===== src/rtl/eth_axis_packet_gen.sv =====
// eth_axis_packet_gen
//   AXI-Stream test-packet generator for the eth_10g TX port. Emits packets of
//   packet_len bytes with a partial tkeep on the last beat. Packets are separated
//   by gap_cycles idle cycles. A run stops after num_packets packets (0 = unlimited).
//   The payload is either a counter or PRBS31. Running packet and byte totals are kept.
// Ports
//   clk, reset             single clock, synchronous active-high reset
//   enable                 run request (level)
//   mode                   0 = {pattern[DW-1:32], seq, beat_idx}, 1 = PRBS31
//   packet_len, gap_cycles packet size in bytes, idle cycles between packets
//   num_packets            packets per run, 0 = unlimited
//   pattern                upper payload (mode 0) / PRBS seed in [30:0] (mode 1)
//   m00_axis_*             AXI-Stream master
//   busy, done             not idle / packet limit reached
//   pkt_count, byte_count  packets and bytes sent since reset (wrap)
module eth_axis_packet_gen #(
  parameter int DATA_WIDTH = 64,
  parameter int LEN_WIDTH  = 16,
  parameter int CNT_WIDTH  = 32
) (
  input  logic                    clk,
  input  logic                    reset,
  input  logic                    enable,
  input  logic                    mode,
  input  logic [LEN_WIDTH-1:0]    packet_len,
  input  logic [LEN_WIDTH-1:0]    gap_cycles,
  input  logic [CNT_WIDTH-1:0]    num_packets,
  input  logic [DATA_WIDTH-1:0]   pattern,
  output logic [DATA_WIDTH-1:0]   m00_axis_tdata,
  output logic [DATA_WIDTH/8-1:0] m00_axis_tkeep,
  output logic                    m00_axis_tvalid,
  input  logic                    m00_axis_tready,
  output logic                    m00_axis_tlast,
  output logic                    busy,
  output logic                    done,
  output logic [CNT_WIDTH-1:0]    pkt_count,
  output logic [CNT_WIDTH+15:0]   byte_count
);
  localparam int BYTES = DATA_WIDTH / 8;
  localparam int KW    = $clog2(BYTES + 1);
  localparam logic [LEN_WIDTH-1:0] BYTES_L = LEN_WIDTH'(BYTES);

  typedef enum logic [1:0] {IDLE, SEND, GAP, DONE} state_t;
  state_t state, state_d;

  // latched run configuration
  logic [LEN_WIDTH-1:0]  gap_q;
  logic                  mode_q;
  logic [DATA_WIDTH-1:0] pat_q;
  logic [CNT_WIDTH-1:0]  num_q, run_q, run_d;
  // per-packet progress; left_q = bytes still to send including the beat on the bus
  logic [LEN_WIDTH-1:0]  left_q, left_d, gap_cnt_q, gap_cnt_d;
  logic [15:0]           beat_idx_q, beat_idx_d, seq_q, seq_d;
  logic [30:0]           lfsr_q, lfsr_d;
  // next values of the registered outputs
  logic [DATA_WIDTH-1:0] tdata_d;
  logic [BYTES-1:0]      tkeep_d;
  logic                  tlast_d;
  logic [CNT_WIDTH-1:0]  pkt_d;
  logic [CNT_WIDTH+15:0] bcnt_d;

  // beat builder inputs/outputs
  logic                  hs, can_start, start, adv, b_mode, nb;
  logic [DATA_WIDTH-1:0] b_pat, prbs;
  logic [15:0]           b_idx;
  logic [LEN_WIDTH-1:0]  b_left;
  logic [30:0]           b_lfsr, s;
  logic [BYTES-1:0]      b_keep;
  logic [KW-1:0]         keep_pop;

  always_ff @(posedge clk) begin
    if (reset) state <= IDLE;
    else       state <= state_d;
  end

  always_comb begin
    state_d   = state;
    start     = 1'b0;
    adv       = 1'b0;
    run_d     = run_q;
    seq_d     = seq_q;
    pkt_d     = pkt_count;
    bcnt_d    = byte_count;
    gap_cnt_d = gap_cnt_q;
    hs        = m00_axis_tvalid && m00_axis_tready;
    // a zero-length packet is never started, not even back-to-back
    can_start = enable && (packet_len != '0);
    keep_pop  = '0;
    for (int i = 0; i < BYTES; i++) keep_pop = keep_pop + KW'(m00_axis_tkeep[i]);

    case (state)
      IDLE: if (can_start) begin
        start   = 1'b1;
        run_d   = '0;
        state_d = SEND;
      end
      SEND: if (hs) begin
        bcnt_d = byte_count + (CNT_WIDTH+16)'(keep_pop);
        if (m00_axis_tlast) begin
          seq_d = seq_q + 16'd1;
          pkt_d = pkt_count + CNT_WIDTH'(1);
          run_d = run_q + CNT_WIDTH'(1);
          if (num_q != '0 && run_d == num_q) state_d = DONE;
          else if (gap_q != '0) begin
            state_d   = GAP;
            gap_cnt_d = gap_q;
          end
          else if (can_start) start = 1'b1;   // back-to-back, stay in SEND
          else state_d = IDLE;
        end else begin
          adv = 1'b1;
        end
      end
      GAP: begin
        gap_cnt_d = gap_cnt_q - LEN_WIDTH'(1);
        if (gap_cnt_q == LEN_WIDTH'(1)) begin
          if (can_start) begin
            start   = 1'b1;
            state_d = SEND;
          end else state_d = IDLE;
        end
      end
      DONE: if (!enable) state_d = IDLE;
      default: state_d = IDLE;
    endcase

    // Build the next beat: either the first beat of a freshly latched packet
    // or the beat following the one just accepted.
    b_mode = mode_q;
    b_pat  = pat_q;
    b_idx  = beat_idx_q + 16'd1;
    b_left = left_q - BYTES_L;
    b_lfsr = lfsr_q;
    if (start) begin
      b_mode = mode;
      b_pat  = pattern;
      b_idx  = '0;
      b_left = packet_len;
      b_lfsr = (pattern[30:0] == '0) ? 31'd1 : pattern[30:0];
    end
    // PRBS31 x^31+x^28+1: one feedback bit per output bit, LSB of tdata first
    s = b_lfsr;
    for (int i = 0; i < DATA_WIDTH; i++) begin
      nb      = s[30] ^ s[27];
      prbs[i] = nb;
      s       = {s[29:0], nb};
    end
    for (int i = 0; i < BYTES; i++) b_keep[i] = (LEN_WIDTH'(i) < b_left);

    tdata_d    = m00_axis_tdata;
    tkeep_d    = m00_axis_tkeep;
    tlast_d    = m00_axis_tlast;
    lfsr_d     = lfsr_q;
    beat_idx_d = beat_idx_q;
    left_d     = left_q;
    if (start || adv) begin
      tdata_d    = b_mode ? prbs : {b_pat[DATA_WIDTH-1:32], seq_d, b_idx};
      tkeep_d    = b_keep;
      tlast_d    = (b_left <= BYTES_L);
      lfsr_d     = s;
      beat_idx_d = b_idx;
      left_d     = b_left;
    end else if (state_d != SEND) begin
      tdata_d = '0;
      tkeep_d = '0;
      tlast_d = 1'b0;
    end
  end

  always_ff @(posedge clk) begin
    if (reset) begin
      gap_q <= '0; mode_q <= 1'b0; pat_q <= '0; num_q <= '0; run_q <= '0;
      left_q <= '0; gap_cnt_q <= '0; beat_idx_q <= '0; seq_q <= '0; lfsr_q <= '0;
      m00_axis_tdata <= '0; m00_axis_tkeep <= '0; m00_axis_tlast <= 1'b0;
      m00_axis_tvalid <= 1'b0; busy <= 1'b0; done <= 1'b0;
      pkt_count <= '0; byte_count <= '0;
    end else begin
      if (start) begin
        gap_q  <= gap_cycles;
        mode_q <= mode;
        pat_q  <= pattern;
        num_q  <= num_packets;
      end
      run_q           <= run_d;
      left_q          <= left_d;
      gap_cnt_q       <= gap_cnt_d;
      beat_idx_q      <= beat_idx_d;
      seq_q           <= seq_d;
      lfsr_q          <= lfsr_d;
      m00_axis_tdata  <= tdata_d;
      m00_axis_tkeep  <= tkeep_d;
      m00_axis_tlast  <= tlast_d;
      m00_axis_tvalid <= (state_d == SEND);
      busy            <= (state_d != IDLE);
      done            <= (state_d == DONE);
      pkt_count       <= pkt_d;
      byte_count      <= bcnt_d;
    end
  end
endmodule


===== config.mk =====
export PLATFORM = sky130hd
export DESIGN_NAME = eth_axis_packet_gen
export DESIGN_NICKNAME = d
export VERILOG_FILES = /design/src/rtl/eth_axis_packet_gen.sv
export SDC_FILE = /design/constraint.sdc
export NUM_CORES = 1
export LEC_CHECK = 0
export CAP_MARGIN = 30
export CORE_UTILIZATION = 40
export DETAILED_ROUTE_END_ITERATION = 10
export PLACE_DENSITY_LB_ADDON = 0.12
export SLEW_MARGIN = 0
export SYNTH_ARGS = -nofsm -noshare
export SYNTH_HDL_FRONTEND = slang
export SYNTH_SLANG_ARGS = --single-unit

===== constraint.sdc =====
create_clock -name clk -period 13 [get_ports clk]
set_input_delay 1.95 -clock clk [delete_from_list [all_inputs] [get_ports clk]]
set_output_delay 1.95 -clock clk [all_outputs]
set_load 0.02 [all_outputs]

Word level (Yosys, flattened, before mapping) --
Cells that the tools add are included.
Storage, ports and cells: word-level logic and storage cells 182, output and inout port bits 156, latch bits 0, input bits 133, register bits after elaboration 398, memory bits (read-only) 0, bits in writable memories 0, memories 0
Operators by class: shift operators 0, multipliers 0, eq/ne operators 13, multiplexer cells 45, $add $sub $neg 14, divide/modulo/power cells 0, bitwise gates (word level) 64, magnitude comparators 9, reduce and logical (&&, ||, !) cells 17
Operators with widths (count):
- $mux 64 | 4
- $mux 16 | 9
- $mux 32 | 3
- $add 32x1->32 const B | 2
- $lt 3x16->1 const A | 4
- $pmux 32 s2 | 1
- $xor 1x1->1 | 64
- $mux 31 | 2
- $add 48x4->48 | 1
- $add 16x1->16 const B | 2
- $eq 32x32->1 | 1
- $lt 1x16->1 const A | 2
- $lt 2x16->1 const A | 2
- $pmux 16 s2 | 1
- $reduce_bool 16->1 | 2
- $reduce_bool 32->1 | 1
- $logic_not 31->1 | 1
- $add 4x1->4 | 4
- $eq 16x1->1 const B | 1
- $le 16x4->1 const B | 1
- $mux 2 | 8
- $mux 8 | 2
- $sub 16x1->16 const B | 1
- $sub 16x4->16 const B | 1
- other kinds (18) | 42

Depth between registers and ports, before layout --
Gate-level depths: netlist of run 1.
depth after elaboration 14, depth in mapped cells 16, gate-level depth less buffers 16

Worst setup path after synthesis of run 1 --
No wires, ideal clock.
kind input to register, start point input packet_len[11], end point register m00_axis_tdata[17], data arrival time 4321 ps, data required time 12883 ps, library setup time 117 ps, path buffers 1, setup slack 8562 ps, stages on the path 10, path through nor4_1 > nand3_1 > or2_2 > o21ai_0 > nor3_1 > o41a_1 > o21ai_1 > clkbuf_1 > nand3_1 > a32o_1
On the way: word-level cells in the longest chain between the ends 12, elaborated cells between the ends (all ways) 26, classes of those cells eq/ne (1); mux (20); bitwise (1); reduce/logical (4)
Ends and longest elaborated chain:
- from (decl) | line 25 | input logic [LEN_WIDTH-1:0] packet_len,
- $reduce_bool 16->1 (*) | line 87 | can_start = enable && (packet_len != '0);
- $logic_and 1x1->1 (*) | line 87
- $mux 1 | line 92, 108, 117
- $mux 1 | line 104 | else if (gap_q != '0) begin
- $mux 1 | line 103 | if (num_q != '0 && run_d == num_q) state_d = DONE;
- $mux 1 | line 99 | if (m00_axis_tlast) begin
- $mux 1 | line 97 | SEND: if (hs) begin
- $pmux 1 s3 | line 91 | case (state)
- $mux 31 | line 134 | if (start) begin
- $xor 1x1->1 | line 144 | nb = s[30] ^ s[27];
- $mux 64 | line 157 | tdata_d = b_mode ? prbs : {b_pat[DATA_WIDTH-1:32], seq_d, b_idx};
- $mux 64 | line 156 | if (start || adv) begin
- to (signal assigned) | line 190 | m00_axis_tdata <= tdata_d;
- to (decl) | line 29 | output logic [DATA_WIDTH-1:0] m00_axis_tdata,
Mark *: on every way between the ends. The rest lies on a longest branch, timed or not. A chain may end at the register's enable or synchronous reset.

Worst setup path in the final report of run 1 --
start point input packet_len[8], end point register m00_axis_tdata[14]
Same word-level chain as after synthesis.

==> results of run 1 <==
sequential cells by signal (all words and copies together) (netlist names), 31 cells and up:
| register | count |
|---|---|
| lfsr_q | 31 |
| byte_count | 48 |
| num_q | 32 |
| run_q | 32 |
| pkt_count | 32 |
| m00_axis_tdata | 64 |
| pat_q | 32 |
through the flow:
step / total power [µW] / hold WS [ns] / instances / setup slack (ns)
after global routing: 3030 / 0.465 / 3257 / 6.97
after floorplan: 1490 / 0.427 / 2462 / 8.56
after detailed placement: 1650 / 0.444 / 3178 / 6.62
after global placement: 1650 / 0.436 / 3177 / 6.64
final: 2910 / 0.450 / 3257 / 7.18
after CTS: 2940 / 0.450 / 3255 / 7.25
worst max-delay path, delay by kind of cell:
family,cells,cell delay (ns)
AO/OA/AOI/OAI,4,1.49
buffers and inverters,3,1.41
AND/OR/NAND/NOR,4,1.34
final cells by class:
class,instances,area [µm²],share of cell area [%]
flip-flops and latches,366,7330,30.4
repair buffers,309,3100,12.8
well taps,615,769,3.19
clock inverters,17,234,0.971
inverters,24,90.1,0.374
clock buffers,60,1250,5.19
multi-input cells,1866,11300,47.0
layer usage:
layer	GRT usage [%]	part of all wire, %	vias up
met5	0	0	-
met4	8.23	2.4	0
met3	3.90	6.1	107
met2	40.9	46	619
met1	34.2	45	8793
li1	-	-	8881
final timing paths:
check	endpoint	slack [ns]	start	depth (start not counted)
max reg2reg	m00_axis_tdata[14]$_SDFFE_PP0P_	7.21	run_q[0]$_SDFFE_PP0P_	13
max	m00_axis_tdata[14]$_SDFFE_PP0P_	7.18	packet_len[8]	11
min reg2reg	pat_q[32]$_SDFF_PP0_	0.45	pat_q[32]$_SDFF_PP0_	2
min	pat_q[32]$_SDFF_PP0_	0.45	pat_q[32]$_SDFF_PP0_	2
power by group through the flow:
stage	registers [µW]	logic (µW)	clock network, µW
after floorplan	1230	264	0
after global placement	1240	409	0
after detailed placement	1240	413	0
after CTS	1220	416	1310
after global routing	1220	454	1360
final	1220	418	1280
cell usage after synthesis (all sizes together), types with 7 or more instances:
library cell and number:
ha 13, or4 11, nor4b 8, dfxtp 366
o21ai 96, buf 38, and2 14, a22oi 22
nand3 76, nand4 44, or3 22, nor4 44
nand2b 10, a22o 28, inv 23, a211oi 65
a32o 9, and4 16, a221oi 7, clkbuf 168
xor2 156, mux2i 52, xnor2 145, nand2 354
nor3 47, a31oi 19, nor2 272, a32oi 7
a21oi 200, and3 33
logic make-up (layout without fill, tap and decap cells):
logic type                 after synthesis  after routing  synth area share [%]
adders and majority gates               18             18                  1.35
AOI/OAI and AO/OA                      512            512                  16.7
xor gates and xnor gates               301            301                  13.5
muxes                                   58             58                  3.01
and+or+nand+nor                        977            977                  23.3
DFF                                    366            366                  37.5
buffers and inverters                  230            410                  4.55
==> results.sh, run 1 <==
export IMPL_status="finished clean"
export IMPL_grt_pass1_wl_um=99900
export IMPL_period_needed_ns=5.82
export IMPL_diodes=0
export IMPL_cts_hold_buf=0
export IMPL_wl_per_cell_um=19.7
export IMPL_final_cell_mix="dfxtp_1 (366), nand2_1 (353), clkdlybuf4s50_1 (285)"
export IMPL_rsz0062_at_grt="false"
export IMPL_finClkSkew_ns=0.0262
export IMPL_grt_util_all_layers_pct=25.2
export IMPL_final_antenna_net_count=0
export IMPL_dr_pass1_iters=5
export IMPL_finalCritPeriodShare_pct=44.8
export IMPL_syn_area_per_cell_um2=7.93
export IMPL_die_w_um=223
export IMPL_antenna_found_initial=0
export IMPL_path_cells="clkdlybuf4s50_1 > nor4_1 > nand3_1 > or2_2 > o21ai_0 > a211o_1 > nand2_4 > buf_4 > buf_4 > a32oi_1 > a21oi_1"
export IMPL_cts_resized=0
export IMPL_placed_area_mm2=0.0226
export IMPL_worstPathMaxFanout=76
export IMPL_post_cts_buffers=0
export IMPL_p_int_uw=2110
export IMPL_syn_nets=2613
export IMPL_grt_start_max_net_pins=179
export IMPL_cts_root_buffer="clkbuf_16"
export IMPL_synth_edf_count=0
export IMPL_ys_seq_elements=366
export IMPL_drc=0
export IMPL_synthesis_area_mm2=0.0195
export IMPL_maxSlewViolCount=0
export IMPL_relSlewSlack_pct=28.5
export IMPL_ios=289
export IMPL_power_net_switching_uw=797
export IMPL_max_stage_delay_ns=0.53
export IMPL_drive_gt1_share_pct=4.81
export IMPL_mostFrequentLayoutCell="dfxtp_1"
export IMPL_power_leakage_uw=0.00857
export IMPL_p_seq_share_pct=41.8
export IMPL_viasPerCell=5.65
export IMPL_drt_total_wl_um=64000
export IMPL_fmax_mhz=172
export IMPL_core_mm2=0.0479
export IMPL_synthDistinctLibCells=80
export IMPL_cts_tree="done"
export IMPL_drv_cap=0
export IMPL_critPathMostFrequentCell="buf_4"
export IMPL_cts_buffer_depth=3
export IMPL_fp_dieH_um=223
export IMPL_peakVddDrop_mv=0.0917
export IMPL_place_port_buffers=287
export IMPL_drt_iter0_drc=1297
export IMPL_hold_viol=0
export IMPL_cp_arrival_ns=6.27
export IMPL_setup_viol=0
export IMPL_cts_sinks=366
export IMPL_cp_start_kind="input port"
export IMPL_worst_path_max_delay_cell="a211o_1"
export IMPL_fin_setup_tns_ns=0
export IMPL_grt_overflow=0
export IMPL_placementRows=80
export IMPL_vias=18400
export IMPL_combPwrFrac_pct=14.4
export IMPL_syn_inst=2462
export IMPL_clock_latency_ns=0.59
export IMPL_cp_required_ns=13.45
export IMPL_final_net_count=2761
export IMPL_swShare_pct=27.4
export IMPL_grt_pass1_vias=17700
export IMPL_synth_top_area_share_pct=37.5
export IMPL_fin_area_mm2=0.0241
export IMPL_path_class="input port to flip-flop"
export IMPL_yosysWarnings=0
export IMPL_dpl_hpwl_um=44800
export IMPL_powerDensity_mw_per_mm2=121
export IMPL_crit_path_end_kind="flip-flop"
export IMPL_synth_ff_type="dfxtp_1"
export IMPL_yosysSeqAreaShare_pct=37.5
export IMPL_tightest_slew_ns=1.07
export IMPL_synth_async_reset_ratio_pct=0
export IMPL_path_clk_slew_ns=0.06
export IMPL_htree_levels=2
export IMPL_synth_area_leaders="dfxtp_1 (38%), xor2_1 (7.0%), nand2_1 (6.8%), xnor2_1 (6.5%), nor2_1 (5.2%)"
export IMPL_gp_congestion=0.911
export IMPL_numCtsBuffers=43
export IMPL_hold_class="flip-flop to flip-flop"
export IMPL_synth_top_area_cell="dfxtp_1"
export IMPL_die_area_mm2=0.0497
export IMPL_start_util_pct=40.7
export IMPL_utilization_pct=50.3
export IMPL_syn2layout_area_growth_pct=23.5
export IMPL_p_clk_share_pct=43.8
export IMPL_fill_cells=4625
Power figures use the tool's default switching activity.
==> inputs of run 2 (changes only) <==
==> constraint.sdc (replaced) <==
create_clock -name clk -period 5.8 [get_ports clk]
set_input_delay 0.87 -clock clk [delete_from_list [all_inputs] [get_ports clk]]
set_output_delay 0.87 -clock clk [all_outputs]
set_load 0.02 [all_outputs]
==> run 2 against run 1 <==
Cell count grew 0.21%. Worst hold slack is essentially flat. Sequential share of layout area is essentially flat. Non-clock buffer count grew 8. Utilization is essentially flat. Flip-flop and latch count is the same. Combinational power grew 130%. Critical path type is now flip-flop to flip-flop. Via count shrank 0.45%.
==> results.sh, run 2 (same netlist as run 1, synthesis figures left out) <==
export IMPL_largest_register="m00_axis_tdata"
export IMPL_peakVddDrop_mv=0.198
export IMPL_power_net_switching_uw=1790
export IMPL_drive_gt1_share_pct=4.98
export IMPL_swShare_pct=27.9
export IMPL_grt_start_max_net_pins=189
export IMPL_setup_viol=0
export IMPL_antenna_found_initial=0
export IMPL_critPathMostFrequentCell="or4_1"
export IMPL_min_delay_start="pat_q[63]$_SDFF_PP0_"
export IMPL_vias=18300
export IMPL_clock_latency_ns=0.58
export IMPL_largest_reg_flops=64
export IMPL_core_mm2=0.0479
export IMPL_fin_setup_tns_ns=0
export IMPL_cp_start_kind="flip-flop"
export IMPL_hold_class="flip-flop to flip-flop"
export IMPL_diodes=0
export IMPL_p_seq_share_pct=42.6
export IMPL_cts_tree="done"
export IMPL_hold_viol=0
export IMPL_syn2layout_area_growth_pct=23.5
export IMPL_crit_path_end_kind="flip-flop"
export IMPL_drt_total_wl_um=64300
export IMPL_gp_congestion=0.916
export IMPL_drt_iter0_drc=1443
export IMPL_final_cell_mix="dfxtp_1 (366), nand2_1 (353), clkdlybuf4s50_1 (285)"
export IMPL_rsz0062_at_grt="false"
export IMPL_start_util_pct=40.7
export IMPL_final_net_count=2770
export IMPL_fin_area_mm2=0.0241
export IMPL_placed_area_mm2=0.0227
export IMPL_top_regs="m00_axis_tdata x64, byte_count x48"
export IMPL_mostFrequentLayoutCell="dfxtp_1"
export IMPL_path_cells="ha_1 > nand3_1 > or4_1 > or4_1 > xnor2_1 > or4_1 > o41a_1 > nor2_4 > buf_12 > buf_12 > mux2i_1 > o21ai_0"
export IMPL_placementRows=80
export IMPL_worst_path_max_delay_cell="or4_1"
export IMPL_cts_root_buffer="clkbuf_16"
export IMPL_post_cts_buffers=0
export IMPL_tightest_slew_ns=1.03
export IMPL_period_needed_ns=4.90
export IMPL_htree_levels=2
export IMPL_grt_util_all_layers_pct=25.3
export IMPL_finClkSkew_ns=0.0218
export IMPL_worstPathMaxFanout=81
export IMPL_fin_ws_ns=0.902
export IMPL_cts_hold_buf=0
export IMPL_wl_per_cell_um=19.7
export IMPL_dr_pass1_iters=6
export IMPL_fmax_mhz=204
export IMPL_p_int_uw=4620
export IMPL_viasPerCell=5.61
export IMPL_powerDensity_mw_per_mm2=266
export IMPL_die_w_um=223
export IMPL_dpl_hpwl_um=45800
export IMPL_grt_pass1_wl_um=99700
export IMPL_maxSlewViolCount=0
export IMPL_path_class="flip-flop to flip-flop"
export IMPL_power_leakage_uw=0.00857
export IMPL_drc=0
export IMPL_crit_family="simple AND/OR/NAND/NOR gates"
export IMPL_place_port_buffers=287
export IMPL_path_clk_slew_ns=0.06
export IMPL_drv_cap=0
export IMPL_placed_cells=3187
export IMPL_finalCritPeriodShare_pct=84.4
export IMPL_instances_no_fill=3264
export IMPL_fp_dieH_um=223
export IMPL_combPwrFrac_pct=14.7
export IMPL_cp_required_ns=6.24
export IMPL_max_stage_delay_ns=0.67
export IMPL_relSlewSlack_pct=31.4
export IMPL_status="finished clean"
export IMPL_final_antenna_net_count=0
export IMPL_die_area_mm2=0.0497
export IMPL_p_clk_share_pct=42.7
export IMPL_ios=289
export IMPL_r2r_end="m00_axis_tdata[0]$_SDFFE_PP0P_"
export IMPL_cts_sinks=366
export IMPL_grt_overflow=0
export IMPL_r2r_cells=12
export IMPL_cp_num_buf_inv=2
export IMPL_ff2ff_setup_slack_ns=0.90
export IMPL_grt_pass1_vias=17800
export IMPL_cts_buffer_depth=3
export IMPL_min_path_cells=2
export IMPL_r2r_start="run_q[0]$_SDFFE_PP0P_"
export IMPL_min_to="pat_q[63]$_SDFF_PP0_"
export IMPL_cts_resized=0
export IMPL_cp_arrival_ns=5.34
export IMPL_numCtsBuffers=44
export IMPL_pre_cts_ws_ns=0.896
-- run 2: cell types whose count changed in the layout (fill, tap and decap cells not counted) --
cell        change
buf_16          +1
buf_6           -1
clkinvlp_4      +2
clkbuf_1        +2
clkbuf_16       +1
bufinv_16       -3
clkbuf_8        -3
buf_8           +2
buf_4           +7
inv_6           -1
-- run 2: power groups by stage --
| stage | sequential (µW) | clock [µW] | combinational [µW] |
|---|---|---|---|
| after global routing | 2740 | 2900 | 1020 |
| after CTS | 2730 | 2810 | 938 |
| after global placement | 2780 | 0 | 919 |
| after floorplan | 2750 | 0 | 593 |
| after detailed placement | 2780 | 0 | 932 |
| final | 2730 | 2740 | 941 |
-- run 2: routing by layer --
metal | track usage, % | share of wire, % | wire, µm
met1 | 34.3 | 46 | 29300
met2 | 40.9 | 46 | 29300
met3 | 3.70 | 5.7 | 3680
met4 | 8.85 | 3.0 | 1950
met5 | 0 | 0 | 0
-- run 2: final cells by class --
cell class	instances	area, µm²
clock inverter	15	150
sequential	366	7330
multi-input combinational	1866	11300
clock buffer	61	1270
timing repair buffer	317	3170
tap	615	769
fill	4640	23800
inverter	24	90.1
-- run 2: metrics by stage --
stage / power, µW / util [%] / hold WS (ns)
4_1_cts: 6470 / 50.3 / 0.450
2_1_floorplan: 3340 / - / 0.427
3_3_place_gp: 3700 / 47.2 / 0.436
5_1_grt: 6660 / 50.3 / 0.469
3_5_place_dp: 3710 / 47.3 / 0.443
6_report: 6410 / 50.3 / 0.451
-- run 2: worst register-to-register path: stages (launching register included) --
cell and delay, ns:
dfxtp_1 0.48, ha_1 0.30, nand3_1 0.16, or4_1 0.67
or4_1 0.56, xnor2_1 0.15, or4_1 0.59, o41a_1 0.56
nor2_4 0.18, buf_12 0.36, buf_12 0.39, mux2i_1 0.29
o21ai_0 0.09
-- run 2: worst max-delay path by stage --
stage | startpoint | to | slack [ns] | depth (start not counted)
final | run_q[0]$_SDFFE_PP0P_ | m00_axis_tdata[0]$_SDFFE_PP0P_ | 0.90 | 12
after detailed placement | run_q[0]$_SDFFE_PP0P_ | m00_axis_tdata[50]$_SDFFE_PP0P_ | 0.90 | 12
after global placement | run_q[0]$_SDFFE_PP0P_ | m00_axis_tdata[50]$_SDFFE_PP0P_ | 0.95 | 12
after floorplan | run_q[0]$_SDFFE_PP0P_ | m00_axis_tdata[17]$_SDFFE_PP0P_ | 1.50 | 11
after global routing | run_q[0]$_SDFFE_PP0P_ | left_q[5]$_SDFFE_PP0P_ | 0.61 | 12
after CTS | run_q[0]$_SDFFE_PP0P_ | m00_axis_tdata[50]$_SDFFE_PP0P_ | 0.88 | 12
==> inputs of run 3 (changes only) <==
==> constraint.sdc (replaced) <==
create_clock -name clk -period 4.9 [get_ports clk]
set_input_delay 0.735 -clock clk [delete_from_list [all_inputs] [get_ports clk]]
set_output_delay 0.735 -clock clk [all_outputs]
set_load 0.02 [all_outputs]
==> run 3 against run 2 <==
Flip-flop and latch count did not move. Worst setup slack got worse by 0.54 ns. Clock power rose by 18%. First-iteration DRC count fell by 2.5%. Register-to-register slack got worse by 0.54 ns. Die area did not move. Via count rose by 0.24%. Sequential power rose by 18%. Non-clock buffer count rose by 21. Highest routed layer unchanged. Critical path depth fell by 1.
==> results.sh, run 3 (same netlist as run 1, synthesis figures left out) <==
export IMPL_status="finished clean"
export IMPL_hold_viol=0
export IMPL_power_net_switching_uw=2100
export IMPL_worstPathMaxFanout=40
export IMPL_start_util_pct=40.7
export IMPL_path_class="flip-flop to flip-flop"
export IMPL_antenna_found_initial=0
export IMPL_mostFrequentLayoutCell="dfxtp_1"
export IMPL_cts_root_buffer="clkbuf_16"
export IMPL_multi_input_area_mm2=0.0113
export IMPL_core_mm2=0.0479
export IMPL_placementRows=80
export IMPL_final_cell_mix="dfxtp_1 (366), nand2_1 (353), clkdlybuf4s50_1 (285)"
export IMPL_pre_cts_ws_ns=0.275
export IMPL_cts_tree="done"
export IMPL_ios=289
export IMPL_cts_sinks=366
export IMPL_viasPerCell=5.59
export IMPL_peakVddDrop_mv=0.306
export IMPL_hold_class="flip-flop to flip-flop"
export IMPL_instances_no_fill=3283
export IMPL_route_met2_wl_um=29400
export IMPL_fin_setup_tns_ns=0
export IMPL_drive_gt1_share_pct=5.43
export IMPL_min_to="pat_q[32]$_SDFF_PP0_"
export IMPL_combPwrFrac_pct=14.9
export IMPL_setup_viol=0
export IMPL_cp_required_ns=5.39
export IMPL_cp_start_kind="flip-flop"
export IMPL_diodes=0
export IMPL_die_area_mm2=0.0497
export IMPL_wl_met3_um=4000
export IMPL_fill_cells=4614
export IMPL_grt_start_max_net_pins=202
export IMPL_syn2layout_area_growth_pct=24.4
export IMPL_dr_pass1_iters=5
export IMPL_r2r_start="run_q[1]$_SDFFE_PP0P_"
export IMPL_relSlewSlack_pct=29.5
export IMPL_top_regs="m00_axis_tdata x64, byte_count x48"
export IMPL_gp_congestion=0.892
export IMPL_power_leakage_uw=0.00867
export IMPL_period_needed_ns=4.54
export IMPL_htree_levels=2
export IMPL_drv_cap=0
export IMPL_tightest_slew_ns=1.06
export IMPL_fin_ws_ns=0.358
export IMPL_utilization_pct=50.6
export IMPL_drc=0
export IMPL_maxSlewViolCount=0
export IMPL_p_int_uw=5490
export IMPL_min_delay_start="pat_q[32]$_SDFF_PP0_"
export IMPL_r2r_end="m00_axis_tkeep[4]$_SDFFE_PP0P_"
export IMPL_largest_reg_flops=64
export IMPL_placed_cells=3208
export IMPL_swShare_pct=27.6
export IMPL_grt_pass1_wl_um=100000
export IMPL_ff2ff_setup_slack_ns=0.36
export IMPL_powerDensity_mw_per_mm2=312
export IMPL_numCtsBuffers=43
export IMPL_finalCritPeriodShare_pct=92.7
export IMPL_grt_pass1_vias=17700
export IMPL_p_seq_share_pct=42.5
export IMPL_grt_overflow=0
export IMPL_min_path_cells=2
export IMPL_top_layer="met4"
export IMPL_drt_met1_wl_um=29200
export IMPL_vias=18400
export IMPL_dpl_hpwl_um=46100
export IMPL_clock_latency_ns=0.58
export IMPL_grt_util_all_layers_pct=25.4
export IMPL_cts_buffer_depth=3
export IMPL_die_w_um=223
export IMPL_final_net_count=2790
export IMPL_drt_total_wl_um=64400
export IMPL_regArea_mm2=0.00733
export IMPL_crit_path_end_kind="flip-flop"
export IMPL_fmax_mhz=220
export IMPL_fp_dieH_um=223
export IMPL_rsz0062_at_grt="false"
export IMPL_wl_per_cell_um=19.6
export IMPL_cp_arrival_ns=5.04
export IMPL_finClkSkew_ns=0.0189
export IMPL_final_antenna_net_count=0
export IMPL_largest_register="m00_axis_tdata"
export IMPL_place_port_buffers=287
export IMPL_p_clk_share_pct=42.6
export IMPL_r2r_cells=11
export IMPL_path_clk_slew_ns=0.06
export IMPL_drt_iter0_drc=1407
run 3: changes by cell type in the layout (fill, tap and decap cells not counted), sizes merged:
cell and change:
buf +21, clkbuf +5, clkinv -5, clkinvlp -4, bufinv +1, inv +1
run 3: per-stage QoR:
step / total power [µW] / instance area (µm²) / hold WS (ns)
4_1_cts: 7650 / 24200 / 0.449
3_5_place_dp: 4410 / 22900 / 0.445
5_1_grt: 7880 / 24300 / 0.464
2_1_floorplan: 3950 / 19500 / 0.427
3_3_place_gp: 4390 / 22800 / 0.436
6_report: 7580 / 24300 / 0.446
run 3: layout make-up:
type / count / share of cell area (%)
clock inverter: 8 / 0.552
multi-input combinational: 1866 / 46.7
tap: 615 / 3.17
clock buffer: 66 / 5.17
inverter: 24 / 0.371
timing repair buffer: 338 / 13.8
sequential: 366 / 30.2
run 3: routing by layer:
| layer | GRT usage (%) | vias to the layer above |
|---|---|---|
| met5 | 0 | - |
| met4 | 8.70 | 0 |
| met3 | 3.94 | 113 |
| met2 | 40.6 | 587 |
| met1 | 34.8 | 8736 |
| li1 | - | 8925 |
run 3: how the worst max path moves through the flow:
stage	startpoint	endpoint	slack (ns)	cells past startpoint
6_report	run_q[1]$_SDFFE_PP0P_	m00_axis_tkeep[4]$_SDFFE_PP0P_	0.36	11
5_1_grt	run_q[1]$_SDFFE_PP0P_	m00_axis_tkeep[2]$_SDFFE_PP0P_	0.10	11
4_1_cts	m00_axis_tkeep[0]$_SDFFE_PP0P_	byte_count[46]$_SDFFE_PP0P_	0.24	15
3_5_place_dp	m00_axis_tkeep[0]$_SDFFE_PP0P_	byte_count[46]$_SDFFE_PP0P_	0.27	15
3_3_place_gp	m00_axis_tkeep[0]$_SDFFE_PP0P_	byte_count[46]$_SDFFE_PP0P_	0.33	15
2_1_floorplan	run_q[0]$_SDFFE_PP0P_	m00_axis_tdata[17]$_SDFFE_PP0P_	0.60	11
run 3: power groups by stage:
stage               Clock [µW]  Combinational (µW)  Sequential, µW
floorplan                    0                 701            3250
global placement             0                1100            3290
detailed placement           0                1120            3290
CTS                       3300                1120            3220
global route              3420                1220            3240
finish                    3230                1130            3230
run 3: what timing repair did:
action,in CTS,in global routing
hold buffers,0,0
setup buffers,0,0
endpoints found under the setup margin,0,1
gates resized for setup,0,1
run 3: critical path: stages (launching register included):
cell      delay, ns
dfxtp_1        0.43
ha_1           0.30
nand3_1        0.15
or4_1          0.60
or4_1          0.53
xnor2_1        0.15
or4_1          0.54
o41a_1         0.58
nor2_4         0.39
buf_4          0.46
o311ai_1       0.14
a31oi_1        0.17
